File: config.mk
export PLATFORM = sky130hd
export DESIGN_NAME = mem_port_arbiter
export DESIGN_NICKNAME = d
export VERILOG_FILES = /design/src/rtl/mem_arb_pkg.sv /design/src/rtl/mem_arb_pick.sv /design/src/rtl/mem_port_arbiter.sv
export SDC_FILE = /design/constraint.sdc
export NUM_CORES = 1
export LEC_CHECK = 0
export BUFFER_PORTS_ARGS = -buffer_cell sky130_fd_sc_hd__clkbuf_2
export CORE_MARGIN = 5
export CORE_UTILIZATION = 46
export DETAILED_ROUTE_END_ITERATION = 10
export PLACE_DENSITY_LB_ADDON = 0.12
export REMOVE_ABC_BUFFERS = 1
export SLEW_MARGIN = 15
export SYNTH_ARGS = -nofsm -noshare
export SYNTH_HDL_FRONTEND = slang
export SYNTH_HIERARCHICAL = 1
export SYNTH_SLANG_ARGS = --single-unit
File: constraint.sdc
create_clock -name clock -period 2.1 [get_ports clock]
set_input_delay 0.315 -clock clock [delete_from_list [all_inputs] [get_ports clock]]
set_output_delay 0.315 -clock clock [all_outputs]
set_load 0.005 [all_outputs]
File: src/rtl/mem_arb_pkg.sv
// Shared types for the instruction/data memory port arbiter: FSM state encoding and grant codes.
// Used by mem_port_arbiter and mem_arb_pick.
package mem_arb_pkg;

    typedef enum logic [1:0] {
        IDLE    = 2'd0,
        IF_XFER = 2'd1,
        DM_XFER = 2'd2,
        DONE    = 2'd3
    } state_t;

    typedef enum logic {
        GRANT_IF = 1'b0,
        GRANT_DM = 1'b1
    } grant_t;

endpackage

File: src/rtl/mem_arb_pick.sv
// Combinational grant selection between fetch and data requesters.
// FAIR_ARB_EN: alternate on contention using the last grant; otherwise data side always wins.
module mem_arb_pick
    import mem_arb_pkg::*;
(
    input  logic   i_if_req,
    input  logic   i_dm_req,
`ifdef FAIR_ARB_EN
    input  grant_t i_last_grant,
`endif
    output logic   o_any,
    output grant_t o_grant
);

    always_comb begin
        o_any   = i_if_req | i_dm_req;
        o_grant = GRANT_DM;
        if (i_if_req && !i_dm_req) begin
            o_grant = GRANT_IF;
        end
`ifdef FAIR_ARB_EN
        else if (i_if_req && i_dm_req && (i_last_grant == GRANT_DM)) begin
            o_grant = GRANT_IF;
        end
`endif
    end

endmodule

File: src/rtl/mem_port_arbiter.sv
// Shares one single-outstanding memory port between instruction fetch and data access.
// Optional macro FAIR_ARB_EN switches contention handling from fixed data priority to alternating.
module mem_port_arbiter
    import mem_arb_pkg::*;
#(
    parameter int ADDR_W = 32,
    parameter int DATA_W = 32
) (
    input  logic              clock,
    input  logic              reset,
    input  logic              if_req,
    input  logic [ADDR_W-1:0] if_addr,
    output logic [DATA_W-1:0] if_rdata,
    output logic              if_ready,
    input  logic              dm_req,
    input  logic              dm_we,
    input  logic [ADDR_W-1:0] dm_addr,
    input  logic [DATA_W-1:0] dm_wdata,
    output logic [DATA_W-1:0] dm_rdata,
    output logic              dm_ready,
    output logic              mem_req,
    output logic              mem_we,
    output logic [ADDR_W-1:0] mem_addr,
    output logic [DATA_W-1:0] mem_wdata,
    input  logic [DATA_W-1:0] mem_rdata,
    input  logic              mem_ack,
    output logic              stall
);

    state_t              r_state;
    state_t              w_state_next;
    logic                w_any;
    grant_t              w_grant;
    logic                w_grant_load;
    logic                w_xfer_done;
    logic                r_mem_req;
    logic                r_mem_we;
    logic [ADDR_W-1:0]   r_mem_addr;
    logic [DATA_W-1:0]   r_mem_wdata;
    logic [DATA_W-1:0]   r_if_rdata;
    logic [DATA_W-1:0]   r_dm_rdata;
    logic                r_if_ready;
    logic                r_dm_ready;

`ifdef FAIR_ARB_EN
    grant_t              r_last_grant;
`endif

    mem_arb_pick u_pick (
        .i_if_req     (if_req),
        .i_dm_req     (dm_req),
`ifdef FAIR_ARB_EN
        .i_last_grant (r_last_grant),
`endif
        .o_any        (w_any),
        .o_grant      (w_grant)
    );

    always_ff @(posedge clock) begin
        if (reset) begin
            r_state <= IDLE;
        end else begin
            r_state <= w_state_next;
        end
    end

    // DONE is a dead cycle for arbitration so the served requester can drop its request.
    always_comb begin
        w_state_next = r_state;
        w_grant_load = 1'b0;
        w_xfer_done  = 1'b0;
        case (r_state)
            IDLE: begin
                if (w_any) begin
                    w_grant_load = 1'b1;
                    w_state_next = (w_grant == GRANT_DM) ? DM_XFER : IF_XFER;
                end
            end
            IF_XFER, DM_XFER: begin
                if (mem_ack) begin
                    w_xfer_done  = 1'b1;
                    w_state_next = DONE;
                end
            end
            DONE: begin
                w_state_next = IDLE;
            end
            default: begin
                w_state_next = IDLE;
            end
        endcase
    end

    always_ff @(posedge clock) begin
        if (reset) begin
            r_mem_req   <= 1'b0;
            r_mem_we    <= 1'b0;
            r_mem_addr  <= '0;
            r_mem_wdata <= '0;
            r_if_rdata  <= '0;
            r_dm_rdata  <= '0;
            r_if_ready  <= 1'b0;
            r_dm_ready  <= 1'b0;
        end else begin
            r_if_ready <= 1'b0;
            r_dm_ready <= 1'b0;
            if (w_grant_load) begin
                r_mem_req <= 1'b1;
                if (w_grant == GRANT_DM) begin
                    r_mem_we    <= dm_we;
                    r_mem_addr  <= dm_addr;
                    r_mem_wdata <= dm_wdata;
                end else begin
                    r_mem_we    <= 1'b0;
                    r_mem_addr  <= if_addr;
                    r_mem_wdata <= '0;
                end
            end
            if (w_xfer_done) begin
                r_mem_req <= 1'b0;
                if (r_state == IF_XFER) begin
                    r_if_rdata <= mem_rdata;
                    r_if_ready <= 1'b1;
                end else begin
                    r_dm_ready <= 1'b1;
                    if (!r_mem_we) begin
                        r_dm_rdata <= mem_rdata;
                    end
                end
            end
        end
    end

`ifdef FAIR_ARB_EN
    always_ff @(posedge clock) begin
        if (reset) begin
            r_last_grant <= GRANT_IF;
        end else if (w_grant_load) begin
            r_last_grant <= w_grant;
        end
    end
`endif

    assign mem_req   = r_mem_req;
    assign mem_we    = r_mem_we;
    assign mem_addr  = r_mem_addr;
    assign mem_wdata = r_mem_wdata;
    assign if_rdata  = r_if_rdata;
    assign dm_rdata  = r_dm_rdata;
    assign if_ready  = r_if_ready;
    assign dm_ready  = r_dm_ready;
    assign stall     = (if_req & ~r_if_ready) | (dm_req & ~r_dm_ready);

endmodule

==> impl_metrics.toml <==
[run_status]
status = "finished clean"

[synthesis]
synth-main-ff-cell = "dfxtp_1"
yosys-top-cells-area = "dfxtp_1, nand2_1, a21oi_1"
async_reset_ff_frac = 0
synth.avg_cell_area_um2 = 8.75
synth_top_area_cell = "dfxtp_1"
ys_top_cells_by_count = "nand2_1, dfxtp_1, a21oi_1"
synth_top_cell_area_share = 0.506
syn-instance-count = 606
synthesis.area_um2 = 5300
synth_edf_count = 0
yosysMostFrequentCell = "nand2_1"
synth_seq_cells = 134
synth.distinct_cells = 29
yosysSeqAreaShare = 0.506
yosys_warnings = 6

[setup_path]
crit_arrival_ns = 2.03
end_kind = "register"
crit_required_ns = 2.43
start_kind = "register"
crit_fanout = 32
worstSetupPathType = "register to register"

[power_and_ir_drop]
clockPowerShare = 0.342
finalPower_mw = 9.10
swShare = 0.312
p_int_mw = 6.26
cellPowerDensity_nw_per_um2 = 1250
p_seq_frac = 0.364
power_switching_mw = 2.84
leakagePower_nw = 3.40
p_comb_frac = 0.294
peakVddDrop_mv = 0.604

[global_routing]
grt_use_met2 = 0.351
track_usage = 0.210
grt_pass1_vias = 4883
grt_pass1_wl_um = 24100
grt_overflow = 0
antenna_found_initial = 0
grt_max_degree = 60
met3_usage = 0.0857
met1_usage = 0.243
busiest_layer = "met2"

[timing]
hold_viol = 0
fin_worst_skew_ns = 0.00691
finalSetupViolations = 0
worst_pin_slew_ns = 0.378
post-route-period-util = 0.812
final.setup.worst_slack_ns = 0.395
min_period_ns = 1.70
drv_slew = 0
slew_headroom = 0.741
rsz0062_at_grt = "false"
clock.fmax_ghz = 0.587

[final_layout]
layout.cells.non_filler = 1007
nNetsFinal = 988
diodes = 0
area.growth.synth_to_final_pct = 37.6
fin_util = 0.642
final_area_um2 = 7300
drive_gt1_frac = 0.395

[place]
pre_cts_ws_ns = 0.417
port-buffer-count = 266
dpl_cell_area_um2 = 6670
dp_cells = 975
dpl.hpwl_um = 11100
gp_congestion = 0.769

[clock_tree]
cts_buffer_depth = 2
clk_pin_slew_ns = 0.06
cts_setup_buffers = 0
root_buffer = "clkbuf_16"
clock-sinks = 134
cts_resized = 0
cts_made_buffers = 17
hold_buffers = 0
clock_latency_ns = 0.40
ctsHtreeMaxLevel = 4
tritoncts = "done"

[die]
die_area_um2 = 13800
start_util = 0.466
core_area_um2 = 11400
die_y_um = 117
pin_count = 267
num_rows = 39
die_w_um = 117

[run]
cap_violations = 0

[route]
post_drt_wl_per_cell_um = 15.0
post_drt_via_cell_ratio = 4.99
drt_wl_total_um = 15100
antenna_left = 0
drcViolationCount = 0
dr.pass1.iters = 4
drt_iter0_drc = 276
vias = 5022

[worst_hold_path]
min_path_type = "primary input to register"
## logic make-up (layout without fill, tap and decap cells)
group | after synthesis | count (layout) | synth area share
simple gates | 245 | 245 | 0.190
mux | 32 | 32 | 0.0604
compound gates | 135 | 135 | 0.173
flops | 134 | 134 | 0.506
buf+inv | 57 | 315 | 0.0640
fa+ha+maj | 3 | 3 | 0.00708
## worst max-delay path, cell delays in order, from the launching register on
cell and delay [ns]:
dfxtp_1 0.35, inv_1 0.08, ha_1 0.40, and4bb_1 0.22
buf_4 0.31, nand2_1 0.11, a21oi_1 0.14
## per-layer routing
metal,share of wire,up-vias
met5,0,-
met1,0.41,2294
li1,-,2528
met4,0.011,0
met2,0.49,185
met3,0.087,15
## worst paths after layout
path / slack (ns) / to / startpoint / cells after the start
setup reg to reg: 0.40 / dm_rdata[11]$_SDFFE_PP0P_ / r_state[0]$_SDFFE_PP0P_ / 6
hold reg to reg: 0.45 / mem_wdata[21]$_SDFFE_PP0P_ / mem_wdata[21]$_SDFFE_PP0P_ / 2
setup / recovery: 0.40 / dm_rdata[11]$_SDFFE_PP0P_ / r_state[0]$_SDFFE_PP0P_ / 6
hold / removal: 0.14 / if_rdata[13]$_SDFFE_PP0P_ / mem_rdata[13] / 3
## through the flow
stage	hold WS, ns	setup TNS, ns
after floorplan	0.377	-57.32
after global placement	0.440	0
after global routing	0.140	0
after detailed placement	0.446	0
final	0.143	0
after CTS	0.130	0
## state kept, by name, indices dropped and copies added (netlist names), 2 cells and up
signal,cells
dm_rdata,32
if_rdata,32
mem_addr,32
mem_wdata,32
r_state,2
## final cells by class
cell class	instances	area (µm²)
clock buffer	24	482
clock inverter	8	145
timing repair buffer	278	1500
sequential	134	2680
tap	143	179
multi-input combinational	415	2290
inverter	5	18.8
fill	1019	4070
## power by group through the flow
stage	clock network [mW]	logic [mW]	registers, mW
after global placement	0	2.62	3.34
final	3.11	2.67	3.32
after floorplan	0	1.45	3.39
after CTS	3.16	2.72	3.32
after global routing	3.29	2.98	3.38
after detailed placement	0	2.71	3.37
## placed cells by master (no fill, tap or decap), types with 2 or more instances in the layout
cell        Yosys  routed
a21oi_1        86      86
clkbuf_2        0     265
a2111oi_0       2       2
a21oi_2        13      13
nand2_1       163     163
nor3_1          3       3
a211oi_2       20      20
nor2b_1         3       3
clkbuf_8        0       3
nor2_1         34      34
clkbuf_16       0      17
clkbuf_1       16       4
nand3_1        34      34
dfxtp_1       134     134
inv_1           5       5
clkinv_2        0       2
mux2i_1        32      32
a211oi_1       13      13
buf_4           5       7
buf_12          0       6
clkinvlp_4      0       2
bufinv_16       0       4
ha_1            3       3
No activity file was read; power rests on OpenSTA's default activity.
